**src/rtl/i2c_adc_scan_pkg.sv**
```systemverilog
// Shared definitions for the I2C ADC sequencer: engine command bits and FSM state encoding.
package i2c_adc_scan_pkg;

    localparam logic [4:0] CMD_START = 5'b00001;
    localparam logic [4:0] CMD_WRITE = 5'b00010;
    localparam logic [4:0] CMD_READ  = 5'b00100;
    localparam logic [4:0] CMD_STOP  = 5'b01000;
    localparam logic [4:0] CMD_ACK   = 5'b10000;

    typedef enum logic [3:0] {
        IDLE, S_DEV, S_REG, S_RDEV, S_RB0, S_RB1, S_NEXT,
        W_DEV, W_REG, W_DAT, ABORT
    } state_t;

endpackage

```
**src/rtl/adc_sample_align.sv**
```systemverilog
// Combines the two read bytes into a 16-bit raw word and extracts the sample field.
module adc_sample_align #(
    parameter int DATA_W    = 12,
    parameter int LSB_SHIFT = 4,
    parameter bit MSB_FIRST = 1'b0
) (
    input  logic [7:0]        b0,
    input  logic [7:0]        b1,
    output logic [DATA_W-1:0] sample
);

    logic [15:0] raw;
    logic        unused_raw;

    assign raw        = MSB_FIRST ? {b0, b1} : {b1, b0};
    assign sample     = raw[LSB_SHIFT +: DATA_W];
    // Bits outside the sample field are intentionally dropped.
    assign unused_raw = ^raw;

endmodule

```
**src/rtl/i2c_adc_scan.sv**
```systemverilog
// Multi-channel I2C ADC sequencer: periodic channel scans and register writes via the byte-level engine.
module i2c_adc_scan
    import i2c_adc_scan_pkg::*;
#(
    parameter int         NUM_CH      = 4,
    parameter int         DATA_W      = 12,
    parameter int         LSB_SHIFT   = 4,
    parameter bit         MSB_FIRST   = 1'b0,
    parameter logic [6:0] DEV_ID      = 7'h48,
    parameter logic [7:0] CH_REG_BASE = 8'h00,
    parameter int         PERIOD_CYC  = 100000,
    parameter int         CH_W        = (NUM_CH > 1) ? $clog2(NUM_CH) : 1
) (
    input  logic                     sys_clk,
    input  logic                     sys_rst,
    input  logic                     scan_en,
    input  logic [NUM_CH-1:0]        ch_mask,
    input  logic                     cfg_wr_req,
    input  logic [7:0]               cfg_reg_addr,
    input  logic [7:0]               cfg_wr_data,
    output logic                     ready,
    output logic [4:0]               i2c_cmd,
    output logic                     i2c_cmd_vld,
    output logic [7:0]               i2c_wr_data,
    input  logic [7:0]               i2c_rd_data,
    input  logic                     i2c_done,
    input  logic                     i2c_ack_err,
    output logic [DATA_W-1:0]        smp_data,
    output logic [CH_W-1:0]          smp_ch,
    output logic                     smp_vld,
    output logic [NUM_CH*DATA_W-1:0] smp_bank,
    output logic                     scan_done,
    output logic                     err
);

    localparam int CNT_W = $clog2(PERIOD_CYC);

    state_t              state;
    logic [CNT_W-1:0]    cnt;
    logic                scan_pend;
    logic [NUM_CH-1:0]   mask_q;
    logic [CH_W-1:0]     ch;
    logic                in_scan;
    logic                smp_ok;
    logic [7:0]          b0, b1;
    logic [7:0]          wr_addr, wr_dat;
    logic [DATA_W-1:0]   sample;
    logic [CH_W-1:0]     first_ch, next_ch;
    logic                first_ok, next_ok;

    adc_sample_align #(
        .DATA_W    (DATA_W),
        .LSB_SHIFT (LSB_SHIFT),
        .MSB_FIRST (MSB_FIRST)
    ) u_align (
        .b0     (b0),
        .b1     (b1),
        .sample (sample)
    );

    assign ready = (state == IDLE) && !scan_pend;

    // Downward loops leave the lowest qualifying index as the winner.
    always_comb begin
        first_ch = '0;
        first_ok = 1'b0;
        next_ch  = '0;
        next_ok  = 1'b0;
        for (int k = NUM_CH-1; k >= 0; k--) begin
            if (ch_mask[k]) begin
                first_ch = CH_W'(k);
                first_ok = 1'b1;
            end
            if (mask_q[k] && (k > int'(ch))) begin
                next_ch = CH_W'(k);
                next_ok = 1'b1;
            end
        end
    end

    always_ff @(posedge sys_clk) begin
        if (sys_rst) begin
            state       <= IDLE;
            cnt         <= '0;
            scan_pend   <= 1'b0;
            mask_q      <= '0;
            ch          <= '0;
            in_scan     <= 1'b0;
            smp_ok      <= 1'b0;
            b0          <= '0;
            b1          <= '0;
            wr_addr     <= '0;
            wr_dat      <= '0;
            i2c_cmd     <= '0;
            i2c_cmd_vld <= 1'b0;
            i2c_wr_data <= '0;
            smp_data    <= '0;
            smp_ch      <= '0;
            smp_vld     <= 1'b0;
            smp_bank    <= '0;
            scan_done   <= 1'b0;
            err         <= 1'b0;
        end else begin
            i2c_cmd_vld <= 1'b0;
            smp_vld     <= 1'b0;
            scan_done   <= 1'b0;
            err         <= 1'b0;

            if (!scan_en) begin
                cnt       <= '0;
                scan_pend <= 1'b0;
            end else if (cnt == CNT_W'(PERIOD_CYC-1)) begin
                cnt       <= '0;
                scan_pend <= 1'b1;
            end else begin
                cnt <= cnt + 1'b1;
            end

            // A NACKed write byte always diverts to a STOP, whatever the sequence.
            if (i2c_done && i2c_ack_err &&
                (state inside {S_DEV, S_REG, S_RDEV, W_DEV, W_REG, W_DAT})) begin
                i2c_cmd     <= CMD_STOP;
                i2c_cmd_vld <= 1'b1;
                err         <= 1'b1;
                state       <= ABORT;
            end else begin
                case (state)
                    IDLE: begin
                        if (cfg_wr_req && ready) begin
                            wr_addr     <= cfg_reg_addr;
                            wr_dat      <= cfg_wr_data;
                            in_scan     <= 1'b0;
                            i2c_cmd     <= CMD_START | CMD_WRITE;
                            i2c_wr_data <= {DEV_ID, 1'b0};
                            i2c_cmd_vld <= 1'b1;
                            state       <= W_DEV;
                        end else if (scan_pend) begin
                            mask_q <= ch_mask;
                            if (!first_ok) begin
                                scan_pend <= 1'b0;
                            end else begin
                                ch          <= first_ch;
                                in_scan     <= 1'b1;
                                i2c_cmd     <= CMD_START | CMD_WRITE;
                                i2c_wr_data <= {DEV_ID, 1'b0};
                                i2c_cmd_vld <= 1'b1;
                                state       <= S_DEV;
                            end
                        end
                    end
                    S_DEV: if (i2c_done) begin
                        i2c_cmd     <= CMD_WRITE;
                        i2c_wr_data <= CH_REG_BASE + 8'(ch);
                        i2c_cmd_vld <= 1'b1;
                        state       <= S_REG;
                    end
                    S_REG: if (i2c_done) begin
                        i2c_cmd     <= CMD_START | CMD_WRITE;
                        i2c_wr_data <= {DEV_ID, 1'b1};
                        i2c_cmd_vld <= 1'b1;
                        state       <= S_RDEV;
                    end
                    S_RDEV: if (i2c_done) begin
                        i2c_cmd     <= CMD_READ | CMD_ACK;
                        i2c_cmd_vld <= 1'b1;
                        state       <= S_RB0;
                    end
                    S_RB0: if (i2c_done) begin
                        b0          <= i2c_rd_data;
                        i2c_cmd     <= CMD_READ | CMD_STOP;
                        i2c_cmd_vld <= 1'b1;
                        state       <= S_RB1;
                    end
                    S_RB1: if (i2c_done) begin
                        b1     <= i2c_rd_data;
                        smp_ok <= 1'b1;
                        state  <= S_NEXT;
                    end
                    S_NEXT: begin
                        // smp_ok is clear when arriving here from an aborted channel.
                        if (smp_ok) begin
                            smp_vld                              <= 1'b1;
                            smp_data                             <= sample;
                            smp_ch                               <= ch;
                            smp_bank[int'(ch)*DATA_W +: DATA_W] <= sample;
                        end
                        smp_ok <= 1'b0;
                        if (next_ok) begin
                            ch          <= next_ch;
                            i2c_cmd     <= CMD_START | CMD_WRITE;
                            i2c_wr_data <= {DEV_ID, 1'b0};
                            i2c_cmd_vld <= 1'b1;
                            state       <= S_DEV;
                        end else begin
                            scan_done <= 1'b1;
                            scan_pend <= 1'b0;
                            state     <= IDLE;
                        end
                    end
                    W_DEV: if (i2c_done) begin
                        i2c_cmd     <= CMD_WRITE;
                        i2c_wr_data <= wr_addr;
                        i2c_cmd_vld <= 1'b1;
                        state       <= W_REG;
                    end
                    W_REG: if (i2c_done) begin
                        i2c_cmd     <= CMD_WRITE | CMD_STOP;
                        i2c_wr_data <= wr_dat;
                        i2c_cmd_vld <= 1'b1;
                        state       <= W_DAT;
                    end
                    W_DAT: if (i2c_done) state <= IDLE;
                    ABORT: if (i2c_done) state <= in_scan ? S_NEXT : IDLE;
                    default: state <= IDLE;
                endcase
            end
        end
    end

endmodule
```
**config.mk**
```make
export PLATFORM = sky130hd
export DESIGN_NAME = i2c_adc_scan
export DESIGN_NICKNAME = d
export VERILOG_FILES = /design/src/rtl/i2c_adc_scan_pkg.sv /design/src/rtl/adc_sample_align.sv /design/src/rtl/i2c_adc_scan.sv
export SDC_FILE = /design/constraint.sdc
export NUM_CORES = 1
export LEC_CHECK = 0
export CORE_UTILIZATION = 55
export DETAILED_ROUTE_END_ITERATION = 12
export HOLD_SLACK_MARGIN = 0.06
export MAX_ROUTING_LAYER = met4
export PLACE_DENSITY = 0.83
export SYNTH_ARGS = -nofsm -noshare
export SYNTH_HDL_FRONTEND = slang
export SYNTH_SLANG_ARGS = --single-unit
```
**constraint.sdc**
```tcl
create_clock -name sys_clk -period 7.4 [get_ports sys_clk]
set_input_delay 1.85 -clock sys_clk [delete_from_list [all_inputs] [get_ports sys_clk]]
set_output_delay 1.85 -clock sys_clk [all_outputs]
set_load 0.02 [all_outputs]
```
* Word-level counts from Yosys, hierarchy flattened
Index checks and enable logic that the tools add are counted. W data, S select, Z words.
Storage, ports and cells: register bits 141, input bits 34, output and inout port bits 80, word-level logic and storage cells 188
Operators by class: $add $sub $neg 2, multipliers 1, magnitude comparators 3, equality and inequality tests 40, shifts and indexed selects 2, muxes and demuxes 79, bitwise operators 4, reduce and logical (&&, ||, !) cells 35
Operators with widths (count):
- $mux W8 | 8
- $mux W4 | 14
- $bwmux W48 | 1
- $pmux W8 S6 | 1
- $shift A12 B33 Y48 const A | 1
- $shiftx A12 B33 Y48 | 1
- $mux W5 | 9
- $pmux W4 S11 | 1
- $pmux W5 S7 | 1
- $neg A6 Y33 | 1
- $mux W1 | 28
- $reduce_and A9 Y1 | 3
- $ne A2 B2 Y1 const B | 13
- $ne A3 B2 Y1 const B | 8
- $mux W2 | 11
- $reduce_and A11 Y1 | 2
- $add A17 B1 Y17 const B | 1
- $eq A17 B17 Y1 const B | 1
- $eq A4 B3 Y1 const B | 4
- $reduce_and A3 Y1 | 5
- $eq A4 B4 Y1 const B | 3
- $ne A3 B3 Y1 const B | 4
- $reduce_bool A6 Y1 | 2
- $eq A4 B2 Y1 const B | 2
- 23 further kinds | 41

* Longest topological paths before layout
depth after elaboration 9, depth in mapped cells 10

* Cells and area by module
Synthesis repeated with hierarchy kept, for this count alone.
Unflattened totals: cells, all modules 759, area, all modules 6298.5 um^2
Modules (own cells, without submodules):
- i2c_adc_scan | times used 1, cells an instance 747, area an instance 6208.5 um^2, seq. area each 2802.7 um^2
- adc_sample_align | times used 1, cells an instance 12, area an instance 90.1 um^2, seq. area each 0.0 um^2

* Least setup slack after synthesis
OpenSTA, ideal clock, no wires.
kind input port to flip-flop, from in ch_mask[3], to reg i2c_cmd[1], setup time 0.118 ns, data arrival time 3.110 ns, data required time 7.282 ns, slack 4.172 ns, stages on the path 7, path buffers 2, cell sequence nor4_1 -> a21oi_1 -> o211a_1 -> buf_6 -> buf_6 -> a21oi_1 -> nor3b_1
Between the ends: longest elaborated chain between the ends 6
RTL lines:
- start: declaration | RTL line i2c_adc_scan.sv:17 | input logic [NUM_CH-1:0] ch_mask,
- $mux W1 (4 in series) | RTL line i2c_adc_scan.sv:70 | if (ch_mask[k]) begin
- $ne A3 B2 Y1 (no source line)
- $reduce_and A9 Y1 (no source line)
- end signal: assignment | RTL line i2c_adc_scan.sv:133 | i2c_cmd <= CMD_START | CMD_WRITE;
- end signal: assignment | RTL line i2c_adc_scan.sv:144 | i2c_cmd <= CMD_START | CMD_WRITE;
- end signal: assignment | RTL line i2c_adc_scan.sv:158 | i2c_cmd <= CMD_START | CMD_WRITE;
- end: declaration | RTL line i2c_adc_scan.sv:22 | output logic [4:0] i2c_cmd,
No other way between the ends. A chain may end at the register's enable or synchronous reset.

* Worst setup path in the final report
from reg state[1], to out ready
Between the ends: longest elaborated chain between the ends 2
RTL lines:
- start: declaration | RTL line i2c_adc_scan.sv:38 | state_t state;
- start signal: assignment | RTL line i2c_adc_scan.sv:213 | ABORT: if (i2c_done) state <= in_scan ? S_NEXT : IDLE;
- $logic_not A4 Y1 | RTL line i2c_adc_scan.sv:61 | assign ready = (state == IDLE) && !scan_pend;
- $logic_and A1 B1 Y1 | RTL line i2c_adc_scan.sv:61
- end: declaration | RTL line i2c_adc_scan.sv:21 | output logic ready,
No other way between the ends.

==> qor.yml <==
run_status:
  status: "finished clean"
final_layout:
  fillCellCount: 862
  syn_to_final_growth_pct: 26.7
  drive_gt1_share_pct: 5.51
  finalNetCount: 882
  antennaDiodeCount: 0
  fin_cells: 993
  final_common_cell: "dfxtp_1"
  final_cell_mix: "136 x dfxtp_1, 114 x nand2_1, 112 x clkdlybuf4s50_1"
  stdcell_area_mm2: 0.00781
floorplan:
  die-area_mm2: 0.0116
  pin_count: 114
  die_w_um: 108
  initial_utilization_pct: 56.6
  core.rowCount: 38
  dieHeight_um: 108
  coreArea_mm2: 0.0109
global_route:
  gr-total-overflow: 0
  antenna_found_initial: 0
  grt_pass1_wl_um: 26800
  grt_max_degree: 73
  grt_pass1_vias: 5580
  track_usage_pct: 30.7
place:
  place_congestion: 0.918
  placed_area_mm2: 0.00725
  port_buffers: 113
  dp.cells: 961
  dpl.hpwl_um: 11600
timing:
  finalHoldViolations: 0
  min_period_ns: 4.33
  min_period_over_period_pct: 58.5
  maxSlewHeadroom_pct: 33.7
  fin_setup_tns_ns: 0
  finClkSkew_ns: 0.00677
  worst_slew_pin_slew_ns: 0.985
  rsz0062_at_grt: "false"
  slew_viol_final: 0
  finalSetupViolCount: 0
  max_freq_mhz: 231
detailed_routing:
  wl_met1_um: 7290
  antenna_left: 0
  met2RoutedLength_um: 8060
  vias: 5949
  drt_pre_antenna_iters: 6
  wire_per_inst_um: 17.2
  top_layer: "met4"
  wl_met3_um: 1320
  drc_errors: 0
  vias_per_cell: 5.99
  drtIter0Drc: 550
  wl_um: 17100
yosys:
  synth-seq-cells: 136
  async_reset_ff_share_pct: 0
  yosysWarnings: 0
  postSynthCellCount: 759
  avgSynthCellArea_um2: 8.12
  synth-main-ff-cell: "dfxtp_1"
  synth_cell_types: 63
  synth_edf_count: 0
  ys_seq_area_share_pct: 44.2
  syn_area_mm2: 0.00617
  synth_nets: 801
critical_path:
  path_class: "flip-flop to primary output"
  startpoint: "state[1]"
  critPathLaunchType: "flip-flop"
  r2r-start: "state[2]"
  arrival_ns: 2.48
  rr_endpoint: "smp_bank[11]"
  endpoint_kind: "primary output"
  cp_max_fo: 24
  r2r_slack_ns: 4.11
  r2r.worst_path.cells: 5
  crit_required_ns: 5.55
clock_network:
  cts_buffer_depth: 2
  post_cts_buffers: 0
  cts_sinks: 136
  cts_made_buffers: 17
  cts_root_buf: "clkbuf_8"
  cts_tree: "yes"
  hold_buffers: 0
  cts-resized-gates: 0
  clk_latency_ns: 0.54
  clk_pin_slew_ns: 0.06
  cts_max_level: 4
power:
  p_comb_share_pct: 32.4
  clkPwrFrac_pct: 31.4
  p_total_mw: 2.50
  seqPwrFrac_pct: 36.2
  power_density_mw_per_mm2: 321
  leakagePower_nw: 2.64
  switching_share_pct: 37.1
  intPower_mw: 1.57
  power.switching_mw: 0.929
  vdd_drop_max_mv: 0.194
worst_hold_path:
  hp-class: "flip-flop to flip-flop"
  holdPathStages: 1
  whs_endpoint: "cnt[0]"
  hold_start: "cnt[0]"
flow_run:
  cap_violations: 0
[how the worst max path moves through the flow]
stage / endpoint / cells after the start
after floorplan: i2c_cmd[1] / 7
after global placement: i2c_wr_data[1] / 6
after detailed placement: i2c_wr_data[5] / 6
after CTS: ready / 4
after global routing: ready / 4
final: ready / 4
[synth_stat cells (5+ instances only)]
library cell | instances | share of area, %
xor2_1 | 9 | 1.3
a311oi_1 | 8 | 1.1
nor4_1 | 5 | 0.51
inv_1 | 11 | 0.67
a211oi_1 | 6 | 0.73
mux2i_1 | 18 | 2.9
nand2b_1 | 16 | 1.6
nor2_1 | 96 | 5.8
ha_1 | 8 | 1.6
clkbuf_1 | 37 | 2.3
nand3_1 | 36 | 2.9
a22oi_1 | 33 | 4.0
dfxtp_1 | 136 | 44
nand3b_1 | 5 | 0.61
nor2b_1 | 12 | 1.2
o21ai_0 | 12 | 0.97
a21oi_1 | 87 | 7.1
and3_1 | 9 | 0.91
buf_2 | 8 | 0.65
nand2_1 | 114 | 6.9
xnor2_1 | 6 | 0.85
nor3_1 | 9 | 0.73
[power by group through the flow]
stage / combinational, mW / clock [mW] / sequential (mW)
floorplan: 0.611 / 0 / 0.898
global placement: 0.764 / 0 / 0.912
detailed placement: 0.791 / 0 / 0.916
CTS: 0.797 / 0.792 / 0.902
global route: 0.883 / 0.824 / 0.916
finish: 0.811 / 0.786 / 0.906
[critical path, cell delays in order (launching register included)]
cell	delay [ns]
dfxtp_1	0.80
nor2_1	0.23
nand2_1	0.28
nor2_1	0.07
clkdlybuf4s50_1	0.55
[registers in the layout, summed over array words and instances (netlist names)]
register     flops
in_scan          1
ch               2
wr_dat           8
smp_data        12
smp_vld          1
smp_ch           2
scan_pend        1
i2c_wr_data      8
wr_addr          8
state            4
b0               4
scan_done        1
smp_ok           1
err              1
mask_q           3
i2c_cmd          5
b1               8
cnt             17
i2c_cmd_vld      1
smp_bank        48
[layout make-up]
type,instances,area (µm²),share of cell area [%]
multi-input combinational,558,3170,40.5
inverter,12,45.0,0.577
clock inverter,12,101,1.30
tap,140,175,2.24
clock buffer,20,455,5.83
timing repair buffer,115,1140,14.6
sequential,136,2720,34.9
[logic make-up (layout without fill, tap and decap cells)]
group,after synthesis,in the layout,share of synthesized area (%)
and+or+nand+nor,332,332,25.4
AOI/OAI and AO/OA,180,180,18.4
DFF,136,136,44.2
buffers and inverters,65,159,4.48
muxes,22,22,3.65
xor gates and xnor gates,15,15,2.13
adders and majority gates,9,9,1.79
[metrics by stage]
stage / setup slack (ns) / hold WS, ns / util (%)
finish: 3.07 / 0.450 / 71.7
global route: 2.91 / 0.467 / 71.7
CTS: 3.11 / 0.453 / 71.7
detailed placement: 3.16 / 0.444 / 66.6
global placement: 3.29 / 0.432 / 66.6
floorplan: 4.17 / 0.418 / -
[routing by layer]
layer	up-vias	global-route usage (%)
li1	2827	-
met5	-	-
met3	47	6.23
met1	2796	38.6
met2	279	47.9
met4	0	13.3
No activity file was read; power rests on OpenSTA's default activity.
